[src/rtl/warp_util_pkg.sv]
// Shared helpers for the warp elastic-buffer family: occupancy classes and
// a clog2 used to size counters and pointers.
package warp_util_pkg;

   localparam logic [1:0] OCC_EMPTY   = 2'd0;
   localparam logic [1:0] OCC_PARTIAL = 2'd1;
   localparam logic [1:0] OCC_FULL    = 2'd2;

   // ceil(log2(value)); returns 0 for value <= 1
   function automatic int clog2(input int value);
      int r;
      int v;
      r = 0;
      v = value - 1;
      while (v > 0) begin
         r = r + 1;
         v = v >> 1;
      end
      return r;
   endfunction

endpackage

[src/rtl/warp_ring_ram.sv]
// Register-array ring storage behind the output register: one write port,
// one asynchronous read port, no reset on the array.
module warp_ring_ram #(
   parameter int WIDTH   = 8,
   parameter int ENTRIES = 3,
   parameter int AW      = 2
) (
   input  logic             i_clk,
   input  logic             we,
   input  logic [AW-1:0]    waddr,
   input  logic [WIDTH-1:0] wdata,
   input  logic [AW-1:0]    raddr,
   output logic [WIDTH-1:0] rdata
);

   logic [WIDTH-1:0] mem [ENTRIES];

   always_ff @(posedge i_clk) begin
      if (we) begin
         mem[waddr] <= wdata;
      end
   end

   assign rdata = mem[raddr];

endmodule

[src/rtl/warp_skid_fifo.sv]
// Ready/valid elastic buffer: registered head entry plus a DEPTH-1 slot ring.
// Optional synchronous flush port enabled by defining WARP_SKID_FIFO_FLUSH_EN.
module warp_skid_fifo
   import warp_util_pkg::*;
#(
   parameter  int WIDTH = 8,
   parameter  int DEPTH = 4,
   localparam int CW    = clog2(DEPTH + 1),
   localparam int PW    = (DEPTH > 2) ? clog2(DEPTH - 1) : 1
) (
   input  logic             i_clk,
   input  logic             i_rst_n,
`ifdef WARP_SKID_FIFO_FLUSH_EN
   input  logic             i_flush,
`endif
   input  logic             i_input_valid,
   output logic             o_input_ready,
   input  logic [WIDTH-1:0] i_input_data,
   output logic             o_output_valid,
   input  logic             i_output_ready,
   output logic [WIDTH-1:0] o_output_data,
   output logic [CW-1:0]    o_count
);

   localparam logic [CW-1:0] CNT_FULL = CW'(DEPTH);
   localparam logic [PW-1:0] PTR_LAST = PW'(DEPTH - 2);

   logic [CW-1:0]    count;
   logic [PW-1:0]    rd_ptr;
   logic [PW-1:0]    wr_ptr;
   logic [WIDTH-1:0] out_data;
   logic [WIDTH-1:0] ring_rdata;
   logic             insert;
   logic             remove;
   logic             bypass;
   logic             refill;
   logic             ring_we;
   logic             flush;

`ifdef WARP_SKID_FIFO_FLUSH_EN
   assign flush = i_flush;
`else
   assign flush = 1'b0;
`endif

   // Ready is a function of registered count only, never of i_output_ready.
   assign o_input_ready  = (count < CNT_FULL);
   assign o_output_valid = (count != '0);
   assign o_output_data  = out_data;
   assign o_count        = count;

   assign insert  = i_input_valid && o_input_ready;
   assign remove  = o_output_valid && i_output_ready;
   assign bypass  = insert && ((count == '0) || ((count == CW'(1)) && remove));
   assign refill  = remove && (count >= CW'(2));
   assign ring_we = insert && !bypass && !flush && i_rst_n;

   function automatic logic [PW-1:0] ptr_inc(input logic [PW-1:0] p);
      return (p == PTR_LAST) ? '0 : p + PW'(1);
   endfunction

   always_ff @(posedge i_clk) begin
      if (!i_rst_n) begin
         count    <= '0;
         rd_ptr   <= '0;
         wr_ptr   <= '0;
         out_data <= '0;
      end else if (flush) begin
         count  <= '0;
         rd_ptr <= '0;
         wr_ptr <= '0;
      end else begin
         if (bypass) begin
            out_data <= i_input_data;
         end else if (refill) begin
            out_data <= ring_rdata;
         end
         if (refill) begin
            rd_ptr <= ptr_inc(rd_ptr);
         end
         if (ring_we) begin
            wr_ptr <= ptr_inc(wr_ptr);
         end
         if (insert && !remove) begin
            count <= count + CW'(1);
         end else if (remove && !insert) begin
            count <= count - CW'(1);
         end
      end
   end

   warp_ring_ram #(
      .WIDTH   (WIDTH),
      .ENTRIES (DEPTH - 1),
      .AW      (PW)
   ) u_ring (
      .i_clk (i_clk),
      .we    (ring_we),
      .waddr (wr_ptr),
      .wdata (i_input_data),
      .raddr (rd_ptr),
      .rdata (ring_rdata)
   );

`ifdef FORMAL
   logic [1:0] occ_class;
   always_comb begin
      occ_class = OCC_PARTIAL;
      if (count == '0) occ_class = OCC_EMPTY;
      else if (count == CNT_FULL) occ_class = OCC_FULL;
   end
   cov_empty   : cover property (@(posedge i_clk) occ_class == OCC_EMPTY);
   cov_partial : cover property (@(posedge i_clk) occ_class == OCC_PARTIAL);
   cov_full    : cover property (@(posedge i_clk) occ_class == OCC_FULL);
`endif

endmodule

[config.mk]
export PLATFORM = sky130hd
export DESIGN_NAME = warp_skid_fifo
export DESIGN_NICKNAME = d
export VERILOG_FILES = /design/src/rtl/warp_util_pkg.sv /design/src/rtl/warp_ring_ram.sv /design/src/rtl/warp_skid_fifo.sv
export SDC_FILE = /design/constraint.sdc
export NUM_CORES = 1
export LEC_CHECK = 0
export ABC_AREA = 1
export CAP_MARGIN = 20
export CORE_AREA = 4 4 66 68
export CTS_BUF_LIST = sky130_fd_sc_hd__clkbuf_16
export CTS_CLUSTER_SIZE = 25
export DETAILED_ROUTE_END_ITERATION = 16
export DIE_AREA = 0 0 70 72
export DONT_BUFFER_PORTS = 1
export PLACE_DENSITY = 0.66
export SYNTH_ARGS = -nofsm -noshare
export SYNTH_HDL_FRONTEND = slang
export SYNTH_SLANG_ARGS = --single-unit
[constraint.sdc]
create_clock -name i_clk -period 6.15 [get_ports i_clk]
set_input_delay 1.5375 -clock i_clk [delete_from_list [all_inputs] [get_ports i_clk]]
set_output_delay 1.5375 -clock i_clk [all_outputs]
set_load 0.1 [all_outputs]
==> impl_metrics.yaml, run 1 <==
status:
  status: "finished clean"
critical_path:
  cp-end-kind: "output pin"
  criticalPathCategory: "reg2out"
  critical_path_arrival_ns: 2.12
  required_ns: 4.61
  start_kind: "flip-flop"
  worstPathMaxFanout: 5
sta:
  fin_ws_ns: 2.49
  setup_violations: 0
  skew_ns: 0.00266
  hold_viol: 0
  finalCritPeriodShare_pct: 59.5
  fmaxAchievable_mhz: 273
  drv_slew: 0
  worst_pin_slew_ns: 1.07
  max-slew-margin-rel_pct: 28.6
  final.setup.tns_ns: 0
  grt_setup_unrepaired: "false"
  fin_crit_ns: 3.66
synthesis:
  synth_seq_area_share_pct: 55.1
  yosys_warnings: 0
  synth_seq_cells: 41
  syn_nets: 241
  synth_cell_types: 22
  synth.avg_cell_area_um2: 8.59
  syn_area_um2: 1920
  synthCells: 224
cells_and_area:
  fill_cells: 359
  area_growth_pct: 8.71
  drive_above_1_share_pct: 9.25
  layout_commonest_cell: "nand2_1"
  antennaDiodeCount: 0
  nets: 243
  final_cell_mix: "65 x nand2_1, 35 x inv_1, 30 x nor2_1"
route:
  avgViaCountPerCell: 4.65
  dr_total_vias: 1287
  first_iter_violations: 37
  post_drt_wl_per_cell_um: 11.8
  drt-total-wl_um: 3270
  ant_nets: 0
  drc_errors: 0
  first_pass_iters: 4
grt:
  grt_pass1_wl_um: 5630
  antenna_found_initial: 0
  gr-total-overflow: 0
  grt_use_total_pct: 14.8
  grt_pass1_vias: 1176
  grt_max_degree: 26
power_and_ir_drop:
  power_mw: 1.19
  peakVddDrop_uv: 383
  leakagePower_nw: 0.986
  p_per_area_nw_per_um2: 567
place:
  gp_congestion: 0.771
  hpwl_um: 2330
  post-place-ws_ns: 2.79
  port_buffers: 0
cts:
  numCtsBuffers: 5
  cts_htree_levels: 2
  cts_resized: 0
  clock_latency_ns: 0.28
  clock-sinks: 41
  cts_setup_buffers: 0
  cts_root_buf: "clkbuf_16"
  path_clk_slew_ns: 0.06
  cts_tree: "yes"
  postCtsHoldBufs: 0
  clockBufferDepth: 2
floorplan:
  start_util_pct: 49.9
  die_height_um: 72
  dieArea_um2: 5040
  rows: 23
  io_pins: 25
  die_w_um: 70
  core_area_um2: 3860
flow_run:
  maxCapViolCount: 0
hold_path:
  worstHoldPathType: "reg2reg"
==> where the power goes <==
group	leakage, nW	switching [mW]	internal [mW]
clock network	0.0696	0.100	0.149
registers	0.357	0.212	0.338
logic	0.560	0.270	0.117
==> state kept, by name, indices dropped and copies added, names as in the netlist, named ones only <==
register       cells
o_output_data      8
o_count            3
rd_ptr             2
wr_ptr             2
u_ring.mem        24
==> path summary, 6_finish.rpt <==
path	from	endpoint	slack [ns]	depth (start not counted)
setup / recovery	o_count[1]$_SDFFE_PN0P_	o_output_valid	2.49	3
hold / removal	wr_ptr[1]$_SDFFE_PN0P_	wr_ptr[1]$_SDFFE_PN0P_	0.48	2
setup reg to reg	o_count[1]$_SDFFE_PN0P_	o_count[2]$_SDFFE_PN0P_	3.25	9
hold reg to reg	wr_ptr[1]$_SDFFE_PN0P_	wr_ptr[1]$_SDFFE_PN0P_	0.48	2
==> per-layer routing <==
layer  up-vias  global-route usage [%]  wire [um]
li1        691                       -          -
met1       564                    19.5       1530
met2        27                    21.0       1440
met3         5                    6.23        235
met4         0                    7.02         67
met5         -                       0          0
==> layout make-up <==
type | count | area (um2) | area share (%)
flip-flops and latches | 41 | 1060 | 50.7
clock buffers | 5 | 125 | 5.98
well taps | 50 | 62.6 | 2.99
repair buffers | 1 | 7.51 | 0.359
clock inverters | 3 | 17.5 | 0.837
multi-input cells | 137 | 666 | 31.8
inverters | 40 | 153 | 7.30
==> worst max-delay path, stage by stage, from the launching register on <==
cell and delay, ns:
dfxtp_1 0.98, inv_1 0.27, ha_1 0.30, nand2_4 0.29
==> cells in the mapped netlist <==
library cell / number / area [um2]
nand3_2: 2 / 20.0
nor2_1: 30 / 113
nand2_1: 65 / 244
ha_1: 5 / 62.6
xor2_1: 1 / 8.76
inv_2: 4 / 15.0
buf_4: 1 / 7.51
nand2_2: 2 / 12.5
nand4_1: 2 / 12.5
dfxtp_1: 17 / 340
nor3_1: 1 / 5.00
buf_2: 3 / 15.0
xnor2_1: 1 / 8.76
nand2_4: 3 / 33.8
nand3b_1: 8 / 60.1
o21ai_0: 3 / 15.0
inv_4: 1 / 6.26
edfxtp_1: 24 / 721
a21oi_1: 6 / 30.0
nand3_1: 8 / 40.0
buf_6: 2 / 22.5
inv_1: 35 / 131
==> kinds of logic (layout without fill, tap and decap cells) <==
group           Yosys count  after routing  synth area share [%]
compound gates            9              9                  2.34
xor+xnor                  2              2                 0.910
fa+ha+maj                 5              5                  3.25
buf+inv                  46             49                  10.3
flops                    41             41                  55.1
simple gates            121            121                  28.1
==> metrics by stage <==
| stage | cells | hold slack (ns) | utilization [%] | cell area [um2] |
|---|---|---|---|---|
| floorplan | 224 | 0.444 | - | 1920 |
| global placement | 268 | 0.475 | 50.4 | 1940 |
| detailed placement | 268 | 0.471 | 50.4 | 1940 |
| CTS | 276 | 0.480 | 54.1 | 2080 |
| global route | 277 | 0.498 | 54.3 | 2090 |
| finish | 277 | 0.475 | 54.3 | 2090 |
No activity file was read; power rests on OpenSTA's default activity.
==> run 2: changes to the inputs <==
clock period = 3.8 ns   (was 6.15 ns; I/O delays follow)
==> impl_metrics.yaml, run 2 (synthesized netlist as in run 1, its figures left out) <==
sta:
  final.setup.tns_ns: 0
  worst_pin_slew_ns: 0.982
  grt_setup_unrepaired: "false"
  setup_violations: 0
  drv_slew: 0
  fmaxAchievable_mhz: 398
  hold_viol: 0
  finalCritPeriodShare_pct: 66.1
  max-slew-margin-rel_pct: 34.4
  skew_ns: 0.00510
  fin_crit_ns: 2.51
  hold_ws_ns: 0.477
floorplan:
  dieArea_um2: 5040
  core_area_um2: 3860
  die_height_um: 72
  start_util_pct: 49.9
  rows: 23
  io_pins: 25
  die_w_um: 70
cells_and_area:
  antennaDiodeCount: 0
  final_cell_mix: "65 x nand2_1, 35 x inv_1, 30 x nor2_1"
  largest_register_ffs: 24
  fin_util_pct: 54.8
  regArea_um2: 1060
  fill_cells: 378
  nets: 246
  layout_commonest_cell: "nand2_1"
  top_register: "u_ring.mem"
  area_growth_pct: 9.88
  multi_input_area_um2: 666
  drive_above_1_share_pct: 10.4
route:
  avgViaCountPerCell: 4.66
  ant_nets: 0
  drt-total-wl_um: 3260
  dr_total_vias: 1304
  post_drt_wl_per_cell_um: 11.7
  first_iter_violations: 28
  first_pass_iters: 4
  drc_errors: 0
critical_path:
  worstPathMaxFanout: 5
  cp-end-kind: "output pin"
  start_kind: "flip-flop"
  required_ns: 2.85
  criticalPathCategory: "reg2out"
  critical_path_arrival_ns: 1.56
flow_run:
  maxCapViolCount: 0
power_and_ir_drop:
  p_per_area_nw_per_um2: 911
  peakVddDrop_uv: 835
  leakagePower_nw: 0.998
hold_path:
  worstHoldPathType: "reg2reg"
cts:
  cts_root_buf: "clkbuf_16"
  clockBufferDepth: 2
  clock_latency_ns: 0.27
  numCtsBuffers: 5
  cts_htree_levels: 2
  clock-sinks: 41
  cts_setup_buffers: 0
  cts_resized: 0
  postCtsHoldBufs: 0
  cts_tree: "yes"
  path_clk_slew_ns: 0.06
place:
  gp_congestion: 0.728
  hpwl_um: 2400
  port_buffers: 0
grt:
  grt_use_total_pct: 14.4
  gr-total-overflow: 0
  grt_pass1_wl_um: 5720
  grt_max_degree: 26
  grt_pass1_vias: 1269
  antenna_found_initial: 0
status:
  status: "finished clean"
-- run 2: final cells by class --
cell class	count	share of cell area, %
inverters	40	7.22
clock buffers	5	5.92
flip-flops and latches	41	50.2
repair buffers	4	1.42
well taps	50	2.96
multi-input cells	137	31.5
clock inverters	3	0.828
-- run 2: worst max-delay path: stages, from the launching register on --
cell and delay [ns]:
dfxtp_1 0.31, buf_4 0.29, inv_1 0.16, ha_1 0.24, nand2_4 0.29
-- run 2: routing by layer --
metal	track usage [%]	vias to the layer above	wire, um
met5	0	-	0
met4	7.66	0	37
met3	4.29	4	186
met2	21.9	25	1490
met1	18.6	573	1550
li1	-	702	-
-- run 2: stage by stage --
step	cells	cell area (um2)	worst slack [ns]	power, mW
6_report	280	2110	1.29	1.93
5_1_grt	280	2110	1.23	2.07
4_1_cts	280	2110	1.27	1.95
3_5_place_dp	272	1970	1.56	1.54
3_3_place_gp	272	1970	1.58	1.54
2_1_floorplan	224	1920	0.833	1.46
-- run 2: final timing paths --
check	from	end	depth (start not counted)	slack [ns]
setup / recovery	o_count[1]$_SDFFE_PN0P_	o_output_valid	4	1.29
setup reg to reg	o_count[1]$_SDFFE_PN0P_	o_count[2]$_SDFFE_PN0P_	10	1.56
hold reg to reg	wr_ptr[1]$_SDFFE_PN0P_	wr_ptr[1]$_SDFFE_PN0P_	2	0.48
hold / removal	wr_ptr[1]$_SDFFE_PN0P_	wr_ptr[1]$_SDFFE_PN0P_	2	0.48
-- run 2: power breakdown --
part | switching, mW | internal [mW]
Clock | 0.157 | 0.240
Combinational | 0.544 | 0.205
Sequential | 0.232 | 0.547
==> run 3: changes to the inputs <==
clock period = 2.55 ns   (was 3.8 ns; I/O delays follow)
==> impl_metrics.yaml, run 3 (synthesized netlist as in run 1, its figures left out) <==
status:
  status: "finished clean"
hold_path:
  worstHoldPathType: "in2reg"
route:
  dr_total_vias: 1309
  avgViaCountPerCell: 4.55
  drt-total-wl_um: 3550
  drc_errors: 0
  first_iter_violations: 77
  ant_nets: 0
  post_drt_wl_per_cell_um: 12.3
  first_pass_iters: 4
cells_and_area:
  final_cell_mix: "65 x nand2_1, 36 x inv_1, 30 x nor2_1"
  nets: 254
  antennaDiodeCount: 0
  drive_above_1_share_pct: 14.7
  area_growth_pct: 14.6
  largest_register_ffs: 24
  layout_commonest_cell: "nand2_1"
  top_register: "u_ring.mem"
  fin_area_um2: 2200
critical_path:
  max_stage_delay_ns: 0.32
  start_kind: "flip-flop"
  crit_path_start: "o_count[1]$_SDFFE_PN0P_"
  cp-end-kind: "output pin"
  worst_r2r_endpoint: "u_ring.mem[2][5]$_DFFE_PP_"
  required_ns: 1.91
  criticalPathCategory: "reg2out"
  critical_path_arrival_ns: 1.32
  r2r_slack_ns: 0.71
  worstPathMaxFanout: 5
  r2r-start: "o_count[2]$_SDFFE_PN0P_"
  rr_worst_depth: 5
  crit_path_end: "o_output_valid"
  crit_slowest_cell: "dfxtp_2"
  path_cells: "inv_1, ha_1, nand2_4, buf_4"
sta:
  finalCritPeriodShare_pct: 76.8
  hold_viol: 0
  skew_ns: 0.00478
  grt_setup_unrepaired: "false"
  worst_pin_slew_ns: 0.598
  setup_violations: 0
  fin_crit_ns: 1.96
  fmaxAchievable_mhz: 511
  final.setup.tns_ns: 0
  max-slew-margin-rel_pct: 59.9
  drv_slew: 0
grt:
  gr-total-overflow: 0
  grt_max_degree: 26
  antenna_found_initial: 0
  grt_use_total_pct: 16.2
  grt_pass1_wl_um: 6340
  grt_pass1_vias: 1380
floorplan:
  die_height_um: 72
  io_pins: 25
  core_area_um2: 3860
  start_util_pct: 49.9
  rows: 23
  die_w_um: 70
  dieArea_um2: 5040
cts:
  numCtsBuffers: 5
  clockBufferDepth: 2
  cts_resized: 0
  path_clk_slew_ns: 0.06
  clock-sinks: 41
  cts_htree_levels: 2
  cts_setup_buffers: 0
  cts_root_buf: "clkbuf_16"
  postCtsHoldBufs: 0
  clock_latency_ns: 0.29
  cts_tree: "yes"
place:
  gp_congestion: 0.746
  hpwl_um: 2550
  port_buffers: 0
  place_area_um2: 2040
power_and_ir_drop:
  peakVddDrop_uv: 1590
  p_per_area_nw_per_um2: 1400
  leakagePower_nw: 1.06
flow_run:
  maxCapViolCount: 0
==> run 3: changes by cell type in the layout (fill, tap and decap cells not counted), sizes merged <==
cell and delta:
inv +1, buf +8, clkinvlp -2, bufinv +1
==> run 3: layer usage <==
| layer | track usage, % | wire length (um) | up-vias |
|---|---|---|---|
| met4 | 7.02 | 63 | 0 |
| met3 | 6.09 | 255 | 6 |
| met5 | 0 | 0 | - |
| met2 | 24.9 | 1560 | 27 |
| li1 | - | - | 716 |
| met1 | 20.5 | 1670 | 560 |
==> run 3: per-stage QoR <==
step	power (mW)	setup slack (ns)	cells	hold slack, ns	utilization [%]
floorplan	2.18	0.203	224	0.445	-
global placement	2.39	0.702	280	0.473	52.9
detailed placement	2.39	0.685	280	0.460	52.9
CTS	3.11	0.583	288	0.437	57.2
global route	3.30	0.529	288	0.430	57.2
finish	3.08	0.592	288	0.443	57.2
==> run 3: power by group <==
part           internal, mW  switching [mW]  total, mW
Sequential            0.821          0.0625      0.883
Combinational         0.369            1.12       1.49
Clock                 0.456           0.245      0.700
Total                  1.64            1.43       3.08
==> run 3: worst max-delay path, delay by kind of cell (launching register included) <==
kind | cells | cell delay, ns
adder cells (fa/ha/maj) | 1 | 0.22
buffers and inverters | 2 | 0.38
flip-flops | 1 | 0.32
AND/OR/NAND/NOR | 1 | 0.11
==> run 3: worst min-delay path by stage <==
stage / end / slack, ns / depth (start not counted) / from
3_5_place_dp: wr_ptr[1]$_SDFFE_PN0P_ / 0.46 / 2 / wr_ptr[1]$_SDFFE_PN0P_
2_1_floorplan: wr_ptr[1]$_SDFFE_PN0P_ / 0.44 / 2 / wr_ptr[1]$_SDFFE_PN0P_
3_3_place_gp: wr_ptr[1]$_SDFFE_PN0P_ / 0.47 / 2 / wr_ptr[1]$_SDFFE_PN0P_
5_1_grt: u_ring.mem[0][1]$_DFFE_PP_ / 0.43 / 0 / i_input_data[1]
6_report: u_ring.mem[0][1]$_DFFE_PP_ / 0.44 / 0 / i_input_data[1]
4_1_cts: u_ring.mem[1][6]$_DFFE_PP_ / 0.44 / 0 / i_input_data[6]
==> run 3: layout make-up <==
cell class | count | area, um2
clock buffer | 5 | 125
clock inverter | 3 | 38.8
fill | 365 | 1650
tap | 50 | 62.6
multi-input combinational | 137 | 671
inverter | 40 | 153
timing repair buffer | 12 | 90.1
sequential | 41 | 1060
